File: src/rtl/mips_ctrl_pkg.sv
// Shared constants for the MIPS control sequencer: FSM state codes, opcode/funct
// values (common with the ALU) and write-back source selects.
package mips_ctrl_pkg;

    localparam logic [2:0] S_IDLE   = 3'd0;
    localparam logic [2:0] S_FETCH  = 3'd1;
    localparam logic [2:0] S_DECODE = 3'd2;
    localparam logic [2:0] S_EXEC   = 3'd3;
    localparam logic [2:0] S_MEM    = 3'd4;
    localparam logic [2:0] S_WB     = 3'd5;

    localparam logic [5:0] OP_RTYPE = 6'h00;
    localparam logic [5:0] OP_ADDI  = 6'h08;
    localparam logic [5:0] OP_ADDIU = 6'h09;
    localparam logic [5:0] OP_SLTI  = 6'h0A;
    localparam logic [5:0] OP_SLTIU = 6'h0B;
    localparam logic [5:0] OP_ANDI  = 6'h0C;
    localparam logic [5:0] OP_ORI   = 6'h0D;
    localparam logic [5:0] OP_LW    = 6'h23;
    localparam logic [5:0] OP_LBU   = 6'h24;
    localparam logic [5:0] OP_LHU   = 6'h25;
    localparam logic [5:0] OP_SB    = 6'h28;
    localparam logic [5:0] OP_SH    = 6'h29;
    localparam logic [5:0] OP_SW    = 6'h2B;
    localparam logic [5:0] OP_LL    = 6'h30;
    localparam logic [5:0] OP_SC    = 6'h38;

    localparam logic [5:0] FN_SLL  = 6'h00;
    localparam logic [5:0] FN_SRL  = 6'h02;
    localparam logic [5:0] FN_SRA  = 6'h03;
    localparam logic [5:0] FN_ADD  = 6'h20;
    localparam logic [5:0] FN_ADDU = 6'h21;
    localparam logic [5:0] FN_SUB  = 6'h22;
    localparam logic [5:0] FN_SUBU = 6'h23;
    localparam logic [5:0] FN_AND  = 6'h24;
    localparam logic [5:0] FN_OR   = 6'h25;
    localparam logic [5:0] FN_NOR  = 6'h27;
    localparam logic [5:0] FN_SLT  = 6'h2A;
    localparam logic [5:0] FN_SLTU = 6'h2B;

    localparam logic [1:0] WB_ALU = 2'd0;
    localparam logic [1:0] WB_MEM = 2'd1;
    localparam logic [1:0] WB_ONE = 2'd2;

endpackage

File: src/rtl/mips_ctrl_fsm_decoder.sv
// Combinational instruction classifier: opcode/funct -> legality and class flags.
module mips_decoder
    import mips_ctrl_pkg::*;
(
    input  logic [5:0] opcode,
    input  logic [5:0] funct,
    output logic       legal,
    output logic       is_load,
    output logic       is_store,
    output logic       is_sc,
    output logic       is_rtype,
    output logic       zero_ext,
    output logic       writes_reg
);

    always_comb begin
        legal      = 1'b0;
        is_load    = 1'b0;
        is_store   = 1'b0;
        is_sc      = 1'b0;
        is_rtype   = 1'b0;
        zero_ext   = 1'b0;
        writes_reg = 1'b0;
        case (opcode)
            OP_RTYPE: begin
                is_rtype = 1'b1;
                case (funct)
                    FN_SLL, FN_SRL, FN_SRA, FN_ADD, FN_ADDU, FN_SUB, FN_SUBU,
                    FN_AND, FN_OR, FN_NOR, FN_SLT, FN_SLTU: begin
                        legal      = 1'b1;
                        writes_reg = 1'b1;
                    end
                    default: ;
                endcase
            end
            OP_ADDI, OP_ADDIU, OP_SLTI, OP_SLTIU: begin
                legal      = 1'b1;
                writes_reg = 1'b1;
            end
            OP_ANDI, OP_ORI: begin
                legal      = 1'b1;
                writes_reg = 1'b1;
                zero_ext   = 1'b1;
            end
            OP_LW, OP_LBU, OP_LHU, OP_LL: begin
                legal      = 1'b1;
                writes_reg = 1'b1;
                is_load    = 1'b1;
            end
            OP_SB, OP_SH, OP_SW: begin
                legal    = 1'b1;
                is_store = 1'b1;
            end
            // sc stores and then writes its success flag (constant 1) back
            OP_SC: begin
                legal      = 1'b1;
                is_store   = 1'b1;
                is_sc      = 1'b1;
                writes_reg = 1'b1;
            end
            default: ;
        endcase
    end

endmodule

File: src/rtl/mips_ctrl_fsm.sv
// Multi-cycle MIPS control sequencer: fetch, decode, execute, memory, write-back.
// Every output is decoded from the state and IR flops only, never from ack inputs.
module mips_ctrl_fsm
    import mips_ctrl_pkg::*;
#(
    parameter int MEM_TIMEOUT = 16
) (
    input  logic        clk,
    input  logic        rst_n,
    input  logic        run,
    output logic        imem_req,
    input  logic        imem_ack,
    input  logic [31:0] imem_data,
    output logic        dmem_req,
    output logic        dmem_we,
    input  logic        dmem_ack,
    output logic [4:0]  rf_rs,
    output logic [4:0]  rf_rt,
    output logic [4:0]  rf_wa,
    output logic        rf_we,
    output logic [1:0]  wb_sel,
    output logic [5:0]  alu_opcode,
    output logic [5:0]  alu_funct,
    output logic [4:0]  alu_shamt,
    output logic        alu_src_imm,
    output logic [31:0] imm_ext,
    output logic        pc_inc,
    output logic        illegal,
    output logic        bus_err,
    output logic [31:0] retired,
    output logic [2:0]  state
);

    localparam int CW = $clog2(MEM_TIMEOUT + 1);
    localparam logic [CW-1:0] WAIT_LAST = CW'(MEM_TIMEOUT - 1);

    logic [2:0]    state_q, state_d;
    logic [31:0]   ir_q, ir_d;
    logic [CW-1:0] wait_q, wait_d;
    logic          illegal_q, illegal_d;
    logic          bus_err_q, bus_err_d;
    logic [31:0]   retired_q, retired_d;

    logic legal, is_load, is_store, is_sc, is_rtype, zero_ext, writes_reg;

    mips_decoder u_dec (
        .opcode     (ir_q[31:26]),
        .funct      (ir_q[5:0]),
        .legal      (legal),
        .is_load    (is_load),
        .is_store   (is_store),
        .is_sc      (is_sc),
        .is_rtype   (is_rtype),
        .zero_ext   (zero_ext),
        .writes_reg (writes_reg)
    );

    always_comb begin
        state_d   = state_q;
        ir_d      = ir_q;
        wait_d    = wait_q;
        illegal_d = illegal_q;
        bus_err_d = bus_err_q;
        retired_d = retired_q;
        case (state_q)
            S_IDLE: if (run) begin
                state_d = S_FETCH;
                wait_d  = '0;
            end
            S_FETCH: begin
                // an ack in the final wait cycle still wins over the timeout
                if (imem_ack) begin
                    ir_d    = imem_data;
                    state_d = S_DECODE;
                end else if (wait_q == WAIT_LAST) begin
                    bus_err_d = 1'b1;
                    state_d   = S_IDLE;
                end else begin
                    wait_d = wait_q + 1'b1;
                end
            end
            S_DECODE: begin
                if (legal) begin
                    state_d = S_EXEC;
                end else begin
                    illegal_d = 1'b1;
                    state_d   = S_WB;
                end
            end
            S_EXEC: begin
                state_d = (is_load || is_store) ? S_MEM : S_WB;
                wait_d  = '0;
            end
            S_MEM: begin
                if (dmem_ack) begin
                    state_d = S_WB;
                end else if (wait_q == WAIT_LAST) begin
                    bus_err_d = 1'b1;
                    state_d   = S_IDLE;
                end else begin
                    wait_d = wait_q + 1'b1;
                end
            end
            S_WB: begin
                retired_d = retired_q + 32'd1;
                state_d   = run ? S_FETCH : S_IDLE;
                wait_d    = '0;
            end
            default: state_d = S_IDLE;
        endcase
    end

    always_ff @(posedge clk or negedge rst_n) begin
        if (!rst_n) begin
            state_q   <= S_IDLE;
            ir_q      <= '0;
            wait_q    <= '0;
            illegal_q <= 1'b0;
            bus_err_q <= 1'b0;
            retired_q <= '0;
        end else begin
            state_q   <= state_d;
            ir_q      <= ir_d;
            wait_q    <= wait_d;
            illegal_q <= illegal_d;
            bus_err_q <= bus_err_d;
            retired_q <= retired_d;
        end
    end

    always_comb begin
        imem_req    = (state_q == S_FETCH);
        dmem_req    = (state_q == S_MEM);
        dmem_we     = dmem_req && is_store;
        rf_rs       = ir_q[25:21];
        rf_rt       = ir_q[20:16];
        rf_wa       = is_rtype ? ir_q[15:11] : ir_q[20:16];
        rf_we       = (state_q == S_WB) && writes_reg && (rf_wa != 5'd0);
        wb_sel      = is_load ? WB_MEM : (is_sc ? WB_ONE : WB_ALU);
        alu_opcode  = ir_q[31:26];
        alu_funct   = ir_q[5:0];
        alu_shamt   = ir_q[10:6];
        alu_src_imm = !is_rtype;
        imm_ext     = zero_ext ? {16'h0000, ir_q[15:0]} : {{16{ir_q[15]}}, ir_q[15:0]};
        pc_inc      = (state_q == S_WB);
        illegal     = illegal_q;
        bus_err     = bus_err_q;
        retired     = retired_q;
        state       = state_q;
    end

endmodule

File: config.mk
export PLATFORM = sky130hd
export DESIGN_NAME = mips_ctrl_fsm
export DESIGN_NICKNAME = d
export VERILOG_FILES = /design/src/rtl/mips_ctrl_pkg.sv /design/src/rtl/mips_ctrl_fsm_decoder.sv /design/src/rtl/mips_ctrl_fsm.sv
export SDC_FILE = /design/constraint.sdc
export NUM_CORES = 1
export LEC_CHECK = 0
export ABC_AREA = 0
export CORE_ASPECT_RATIO = 1.25
export CORE_MARGIN = 4
export CORE_UTILIZATION = 48
export CTS_CLUSTER_SIZE = 10
export DETAILED_ROUTE_END_ITERATION = 10
export PLACE_DENSITY = 0.84
export SYNTH_ARGS = -nofsm -noshare
export SYNTH_HDL_FRONTEND = slang
export SYNTH_SLANG_ARGS = --single-unit
File: constraint.sdc
create_clock -name clk -period 3.85 [get_ports clk]
set_clock_uncertainty 0.15 [all_clocks]
set_input_delay 0.5775 -clock clk [delete_from_list [all_inputs] [get_ports clk]]
set_output_delay 0.5775 -clock clk [all_outputs]
set_load 0.01 [all_outputs]
==> flow_summary_export.csv, run 1 <==
group,metric,value,unit
status,status,"finished clean",
hold_path,hp-class,"in2async",
floorplanning,die-area,9359,um^2
synth,synthArstFlopShare,1.000,
global_route,grt_pass1_wl,14830,um
cts,clk_latency,0.34,ns
synth,synth-main-ff-cell,"dfrtp_1",
synth,synth_edf_count,0,
critical_path,arrival,2.56,ns
power_and_ir_drop,power_density,725.0,nW/um^2
routing,routed_wl,8949,um
timing,finalCritPeriodShare,0.8544,
floorplanning,die_h,107.2,um
timing,slew_headroom,0.3801,
critical_path,r2r_slack,1.72,ns
timing,setup_tns,0,ns
critical_path,criticalPathCategory,"reg2out",
finish,drive_above_1_share,0.1358,
flow_run,drv_cap,0,
critical_path,cp_cell_sequence,"nor4_1, nand2_1, nor2_1, a21boi_0, a21oi_1, clkdlybuf4s50_1",
synth,synth_most_common_cell,"dfrtp_1",
floorplanning,core,7532,um^2
global_route,track_usage,0.1980,
routing,drc,0,
global_route,grt_pass1_vias,3083,
critical_path,max_stage_delay,0.56,ns
timing,fmax,304.0,MHz
critical_path,rr_worst_depth,5,
synth,synth_cell_types,48,
global_route,overflow,0,
timing,finalHoldViolCount,0,
timing,final-max-slew-violation-count,0,
synth,synth_top_area_cell,"dfrtp_1",
floorplanning,start_util,0.5013,
synth,yosysSeqAreaShare,0.4904,
synth,netlist_area,3776,um^2
synth,synth_common_cells,"74 x dfrtp_1, 35 x mux2_2, 29 x buf_4",
timing,worst_slew_pin_slew,0.9299,ns
routing,first_iter_violations,118,
critical_path,critPathRequiredTime,3.12,ns
finish,n_antenna_cell,0,
synth,ys_top_cells_by_area,"dfrtp_1 49%, mux2_2 10%, buf_4 5.8%",
cts,clock-sinks,74,
finish,nNetsFinal,499,
synth,synth_nets,380,
synth,ys_ff_latch,74,
critical_path,critical_path.startpoint_type,"flop",
cts,cts_hold_buf,0,
cts,htree_levels,3,
timing,setup_ws,0.5605,ns
placement,dp_hpwl,6625,um
routing,wl_per_cell,16.10,um
floorplanning,rows,35,
power_and_ir_drop,ir_worst_vdd,0.0005168,V
cts,cts_setup_buffers,0,
cts,clk_pin_slew,0.07,ns
finish,finish.utilization,0.7013,
placement,place.gp.congestion,0.7981,
floorplanning,die-width,87.33,um
synth,syn_inst,340,
placement,numPortBuffers,145,
placement,pre_cts_ws,0.9642,ns
critical_path,path_max_fanout,12,
cts,cts_resized,0,
cts,cts_tree,"yes",
synth,synth.top_cell.area_share,0.4904,
global_route,grt_max_degree,75,
global_route,antenna_found_initial,0,
floorplanning,io_pins,146,
synth,yosysWarnings,0,
critical_path,crit_path_end_kind,"output port",
critical_path,crit_slowest_cell,"clkdlybuf4s50_1",
routing,ant_nets,0,
cts,numCtsBuffers,9,
cts,cts_root_buffer,"clkbuf_8",
routing,viasPerCell,5.290,
timing,finalCriticalPeriod,3.290,ns
cts,cts_buffer_depth,2,
power_and_ir_drop,p_leak,0.002269,uW
timing,rsz0062_at_grt,"no",
synth,syn_avg_cell_area,11.11,um^2
finish,nFillCells,564,
timing,setup_viol,0,
routing,first_pass_iters,4,
finish,area.growth.synth_to_final,39.89,%
routing,vias,2941,
-- path summary, 6_finish.rpt --
kind | start | end
setup / recovery | ir_q[27]$_DFFE_PN0P_ | rf_we
hold / removal | rst_n | retired[12]$_DFFE_PN0P_
setup reg to reg | state[2]$_DFFE_PN0P_ | retired[20]$_DFFE_PN0P_
hold reg to reg | retired[31]$_DFFE_PN0P_ | retired[31]$_DFFE_PN0P_
max in group asynchronous | rst_n | ir_q[13]$_DFFE_PN0P_
min in group clk | retired[31]$_DFFE_PN0P_ | retired[31]$_DFFE_PN0P_
-- worst max-delay path: cells and delay by family, from the launching register on --
kind	cells	cell delay (ns)
AOI/OAI and AO/OA	2	0.41
DFF	1	0.49
buffers and inverters	1	0.56
and+or+nand+nor	3	0.76
-- where the power goes --
part / total, uW / switching, uW / internal [uW]
Sequential: 1300 / 300 / 1000
Clock: 665 / 298 / 367
Combinational: 1860 / 764 / 1100
-- routing by layer --
layer,vias up,track usage,routed length [um]
li1,1397,-,-
met1,1423,0.2477,3706
met2,113,0.3292,4510
met3,8,0.05304,653
met4,0,0.06360,78
met5,-,0,0
-- layout make-up --
type,instances,area [um^2],share of cell area
clock buffers,10,127.6,0.02416
clock inverters,6,90.09,0.01705
inverters,11,41.29,0.007816
multi-input cells,217,1600,0.3029
flip-flops and latches,74,1852,0.3505
well taps,92,115.1,0.02179
repair buffers,146,1456,0.2757
-- registers in the layout, indices dropped and copies added (netlist names) --
signal	count
ir_q	32
retired	32
wait_q	5
state	3
bus_err	1
illegal	1
-- layout by cell type, fill, tap and decap left out, types with 3 or more instances in the layout --
| master | instances |
|---|---|
| inv_1 | 10 |
| and3_1 | 7 |
| clkdlybuf4s50_1 | 144 |
| nand4_1 | 7 |
| nand3_1 | 13 |
| ha_1 | 3 |
| a21oi_1 | 3 |
| nand2_1 | 28 |
| a31oi_1 | 3 |
| nor2_1 | 21 |
| dfrtp_1 | 74 |
| mux2_2 | 35 |
| clkbuf_8 | 9 |
| o21ai_0 | 12 |
| and4_1 | 4 |
| xnor2_1 | 19 |
| xor2_1 | 15 |
| nor2b_1 | 5 |
| o211ai_1 | 4 |
| nor3_1 | 6 |
-- kinds of logic (layout without fill, tap and decap cells) --
group,Yosys count,after routing,share of synthesized area
buffers and inverters,49,173,0.08582
multiplexers,37,37,0.1100
adder cells (fa/ha/maj),3,3,0.009941
AND/OR/NAND/NOR,106,106,0.1564
flip-flops,74,74,0.4904
AO/OA/AOI/OAI,37,37,0.06859
XOR/XNOR,34,34,0.07886
-- per-stage QoR --
stage | total power, uW | hold slack (ns) | cells | cell area, um^2
3_5_place_dp | 3180 | 0.3100 | 540 | 5065
3_3_place_gp | 3134 | 0.2939 | 540 | 5065
2_1_floorplan | 2366 | 0.1319 | 340 | 3776
4_1_cts | 3868 | 0.2568 | 556 | 5283
6_report | 3830 | 0.2139 | 556 | 5283
5_1_grt | 4060 | 0.3090 | 556 | 5283
(Power assumes the default switching activity.)
==> inputs of run 2 (changes only) <==
CORE_MARGIN = 3   (was 4)
TNS_END_PERCENT = 1   (was not set)
==> run 2 against run 1 <==
Against the previous run: routed wire length up 0.18%; first-iteration DRC count up 14%; clock power up 10%; setup slack worse by 0.060 ns; critical path depth unchanged; global-route usage up 0.42 points; combinational power about the same; sequential power about the same; critical path type unchanged; critical endpoint unchanged; largest power group unchanged.
==> flow_summary_export.csv, run 2 (synthesis gave the netlist of run 1 again) <==
group,metric,value,unit
finish,nNetsFinal,499,
timing,finalHoldViolCount,0,
cts,clock-sinks,74,
timing,finalCriticalPeriod,3.350,ns
timing,setup_viol,0,
global_route,track_usage,0.2022,
cts,cts_tree,"yes",
cts,cts_resized,0,
global_route,antenna_found_initial,0,
critical_path,rr_worst_depth,5,
finish,ff_latch_area,1852,um^2
finish,layout_common_cells,"144 x clkdlybuf4s50_1, 74 x dfrtp_1, 35 x mux2_2, 28 x nand2_1, 21 x nor2_1",
cts,cts_setup_buffers,0,
timing,slew_headroom,0.3805,
finish,layout_commonest_cell,"clkdlybuf4s50_1",
critical_path,max_stage_delay,0.56,ns
cts,clk_latency,0.34,ns
floorplanning,die-width,85.33,um
critical_path,arrival,2.62,ns
cts,htree_levels,3,
routing,first_pass_iters,4,
floorplanning,io_pins,146,
placement,dp_hpwl,6353,um
critical_path,critical_path.startpoint_type,"flop",
critical_path,critPathRequiredTime,3.12,ns
status,status,"finished clean",
routing,drc,0,
power_and_ir_drop,p_leak,0.002279,uW
timing,setup_tns,0,ns
routing,routed_wl,8965,um
finish,multi_input_area,1600,um^2
power_and_ir_drop,fin_total_pwr,3900,uW
critical_path,crit_path_end_kind,"output port",
critical_path,criticalPathCategory,"reg2out",
routing,wl_per_cell,16.12,um
critical_path,path_max_fanout,12,
floorplanning,die-area,8974,um^2
finish,n_antenna_cell,0,
cts,clk_pin_slew,0.08,ns
finish,nFillCells,534,
cts,numCtsBuffers,9,
routing,vias,2966,
global_route,grt_pass1_wl,14550,um
timing,fmax,298.5,MHz
routing,viasPerCell,5.335,
power_and_ir_drop,ir_worst_vdd,0.0006803,V
finish,finalNonFillerCells,556,
floorplanning,rows,35,
floorplanning,die_h,105.2,um
critical_path,r2r_start,"state[2]$_DFFE_PN0P_",
placement,dp_cells,540,
critical_path,rr_endpoint,"retired[30]$_DFFE_PN0P_",
cts,cts_buffer_depth,2,
finish,drive_above_1_share,0.1358,
critical_path,cp_cell_sequence,"nor4_1, nand2_1, nor2_1, a21boi_0, a21oi_1, clkdlybuf4s50_1",
power_and_ir_drop,power_density,734.9,nW/um^2
floorplanning,core,7488,um^2
placement,place.gp.congestion,0.7862,
floorplanning,start_util,0.5043,
cts,cts_hold_buf,0,
routing,first_iter_violations,135,
critical_path,r2r_slack,1.74,ns
routing,ant_nets,0,
global_route,overflow,0,
critical_path,crit_slowest_cell,"clkdlybuf4s50_1",
timing,worst_slew_pin_slew,0.9293,ns
hold_path,hp-class,"in2async",
placement,numPortBuffers,145,
timing,rsz0062_at_grt,"no",
global_route,grt_pass1_vias,2966,
timing,finalCritPeriodShare,0.8701,
cts,cts_root_buffer,"clkbuf_8",
global_route,grt_max_degree,75,
finish,area.growth.synth_to_final,40.56,%
timing,final-max-slew-violation-count,0,
flow_run,drv_cap,0,
[run 2: through the flow]
stage	instance area, um^2	worst slack, ns	utilization	hold slack (ns)
global route	5308	0.2290	0.7088	0.2956
finish	5308	0.5000	0.7088	0.2198
floorplan	3776	1.547	-	0.1319
global placement	5065	0.9815	0.6764	0.2932
detailed placement	5065	0.9313	0.6764	0.3043
CTS	5308	0.4790	0.7088	0.2640
[run 2: how the worst max path moves through the flow]
stage	from	slack [ns]	endpoint	depth (start not counted)
after floorplan	ir_q[31]$_DFFE_PN0P_	1.55	rf_we	6
after global placement	ir_q[27]$_DFFE_PN0P_	0.98	rf_we	6
after detailed placement	ir_q[27]$_DFFE_PN0P_	0.93	rf_we	6
after CTS	ir_q[27]$_DFFE_PN0P_	0.48	rf_we	6
after global routing	ir_q[27]$_DFFE_PN0P_	0.23	rf_we	6
final	ir_q[27]$_DFFE_PN0P_	0.50	rf_we	6
[run 2: layer usage]
metal  wire length, um  track usage  vias to the layer above
met5                 0            0                        -
met4               179      0.07805                        0
met3               848      0.07571                       15
met2              4343       0.3283                      124
met1              3594       0.2410                     1437
li1                  -            -                     1390
[run 2: critical path: cells and delay by family, from the launching register on]
family / cells / cell delay (ns)
simple gates: 3 / 0.77
flops: 1 / 0.50
buf+inv: 1 / 0.56
compound gates: 2 / 0.45
[run 2: area by class of cell]
| type | instances | share of cell area |
|---|---|---|
| inverter | 11 | 0.007779 |
| multi-input combinational | 217 | 0.3015 |
| clock inverter | 6 | 0.02169 |
| timing repair buffer | 146 | 0.2744 |
| sequential | 74 | 0.3489 |
| tap | 92 | 0.02169 |
| clock buffer | 10 | 0.02405 |
[run 2: power breakdown]
| group | switching (uW) | internal [uW] | total, uW |
|---|---|---|---|
| Combinational | 760 | 1100 | 1860 |
| Sequential | 309 | 1000 | 1310 |
| Clock | 300 | 433 | 733 |
==> inputs of run 3 (changes only) <==
CORE_UTILIZATION = 45   (was 48)
PLACE_DENSITY = 0.79   (was 0.84)
==> run 3 against run 2 <==
Against the previous run: die area increased by 6.2%; sequential share of layout area is essentially flat; flip-flop and latch count is the same; cell count grew 0.36%; count of clock-buffer cells in the layout unchanged; largest cell class unchanged.
==> flow_summary_export.csv, run 3 (synthesis gave the netlist of run 1 again) <==
group,metric,value,unit
routing,routed_wl,8666,um
power_and_ir_drop,ir_worst_vdd,0.0005487,V
critical_path,critPathRequiredTime,3.12,ns
cts,htree_levels,3,
floorplanning,die-width,87.94,um
critical_path,criticalPathCategory,"reg2out",
cts,cts_resized,0,
critical_path,crit_family,"simple AND/OR/NAND/NOR gates",
timing,slew_headroom,0.3830,
global_route,grt_max_degree,75,
critical_path,crit_path_end_kind,"output port",
timing,finalHoldViolCount,0,
global_route,antenna_found_initial,0,
timing,finalCriticalPeriod,3.264,ns
finish,finish.utilization,0.6659,
power_and_ir_drop,power_density,728.9,nW/um^2
cts,numCtsBuffers,9,
timing,worst_slew_pin_slew,0.9255,ns
floorplanning,io_pins,146,
routing,vias,2901,
routing,wl_met2,4221,um
power_and_ir_drop,power_frac_comb,0.478,
placement,dp_hpwl,6482,um
floorplanning,die-area,9533,um^2
cts,clk_latency,0.34,ns
routing,routed.top_layer,"met4",
finish,layout_commonest_cell,"clkdlybuf4s50_1",
critical_path,path_max_fanout,12,
global_route,track_usage,0.1867,
placement,place.gp.congestion,0.7893,
floorplanning,rows,36,
placement,numPortBuffers,145,
global_route,grt_pass1_wl,13950,um
routing,drc,0,
critical_path,arrival,2.54,ns
power_and_ir_drop,p_switching,1326,uW
cts,clk_pin_slew,0.07,ns
cts,clock-sinks,74,
power_and_ir_drop,switching_share,0.3428,
floorplanning,start_util,0.4736,
timing,setup_viol,0,
routing,ant_nets,0,
flow_run,drv_cap,0,
global_route,overflow,0,
routing,wl_met3,645,um
cts,cts_setup_buffers,0,
timing,final-max-slew-violation-count,0,
finish,drive_above_1_share,0.1361,
floorplanning,die_h,108.4,um
critical_path,crit_slowest_cell,"clkdlybuf4s50_1",
cts,cts_buffer_depth,2,
power_and_ir_drop,p_leak,0.002280,uW
critical_path,critical_path.startpoint_type,"flop",
cts,cts_tree,"yes",
timing,finalCritPeriodShare,0.8477,
critical_path,cp_cell_sequence,"nor4_1, nand2_1, nor2_1, a21boi_0, a21oi_1, clkdlybuf4s50_1",
finish,n_antenna_cell,0,
hold_path,hp-class,"in2async",
power_and_ir_drop,seqPwrFrac,0.335,
cts,cts_root_buffer,"clkbuf_8",
routing,first_iter_violations,69,
cts,cts_hold_buf,0,
routing,first_pass_iters,4,
finish,nNetsFinal,499,
timing,rsz0062_at_grt,"no",
timing,setup_tns,0,ns
power_and_ir_drop,clockPowerShare,0.187,
critical_path,max_stage_delay,0.57,ns
routing,viasPerCell,5.199,
finish,layout_common_cells,"144 x clkdlybuf4s50_1, 74 x dfrtp_1, 35 x mux2_2, 28 x nand2_1, 21 x nor2_1",
critical_path,critPathBufInv,1,
floorplanning,core,7973,um^2
finish,area.growth.synth_to_final,40.59,%
routing,wl_per_cell,15.53,um
routing,drt-met1-wl,3613,um
status,status,"finished clean",
global_route,grt_pass1_vias,2947,
power_and_ir_drop,internal-power,2543,uW
timing,fmax,306.4,MHz
## run 3: power by group through the flow
stage	combinational, uW	sequential (uW)	clock (uW)
floorplan	1070	1300	0
global placement	1840	1290	0
detailed placement	1870	1310	0
CTS	1880	1300	734
global route	1990	1350	765
finish	1850	1300	723
## run 3: worst paths after layout
check                                          start               endpoint  slack [ns]  cells past startpoint
worst max-delay path            ir_q[27]$_DFFE_PN0P_                  rf_we        0.59                      6
worst min-delay path                           rst_n  wait_q[1]$_DFFE_PN0P_        0.21                      1
worst max register to register  state[0]$_DFFE_PN0P_    ir_q[8]$_DFFE_PN0P_        1.72                      4
worst min register to register   bus_err$_DFFE_PN0P_    bus_err$_DFFE_PN0P_        0.31                      1
max in group asynchronous                      rst_n   ir_q[15]$_DFFE_PN0P_        2.72                      1
min in group clk                 bus_err$_DFFE_PN0P_    bus_err$_DFFE_PN0P_        0.31                      1
## run 3: stage by stage
stage	cells	hold slack (ns)	area (um^2)	setup slack [ns]	power, uW
3_5_place_dp	543	0.2977	5069	0.9559	3179
6_report	558	0.2092	5309	0.5862	3869
2_1_floorplan	340	0.1319	3776	1.547	2366
3_3_place_gp	543	0.2906	5069	1.007	3135
5_1_grt	558	0.2991	5309	0.3927	4105
4_1_cts	558	0.2599	5309	0.5455	3913
## run 3: final cells by class
| class | count | area, um^2 |
|---|---|---|
| Tap cell | 95 | 118.9 |
| Timing Repair Buffer | 146 | 1456 |
| Clock inverter | 5 | 102.6 |
| Fill cell | 631 | 2664 |
| Sequential cell | 74 | 1852 |
| Multi-Input combinational cell | 217 | 1600 |
| Inverter | 11 | 41.29 |
| Clock buffer | 10 | 137.6 |
## run 3: layer usage
| metal | up-vias | track usage |
|---|---|---|
| met5 | - | 0 |
| met4 | 0 | 0.07018 |
| met3 | 14 | 0.05259 |
| met2 | 100 | 0.3147 |
| met1 | 1395 | 0.2247 |
| li1 | 1392 | - |
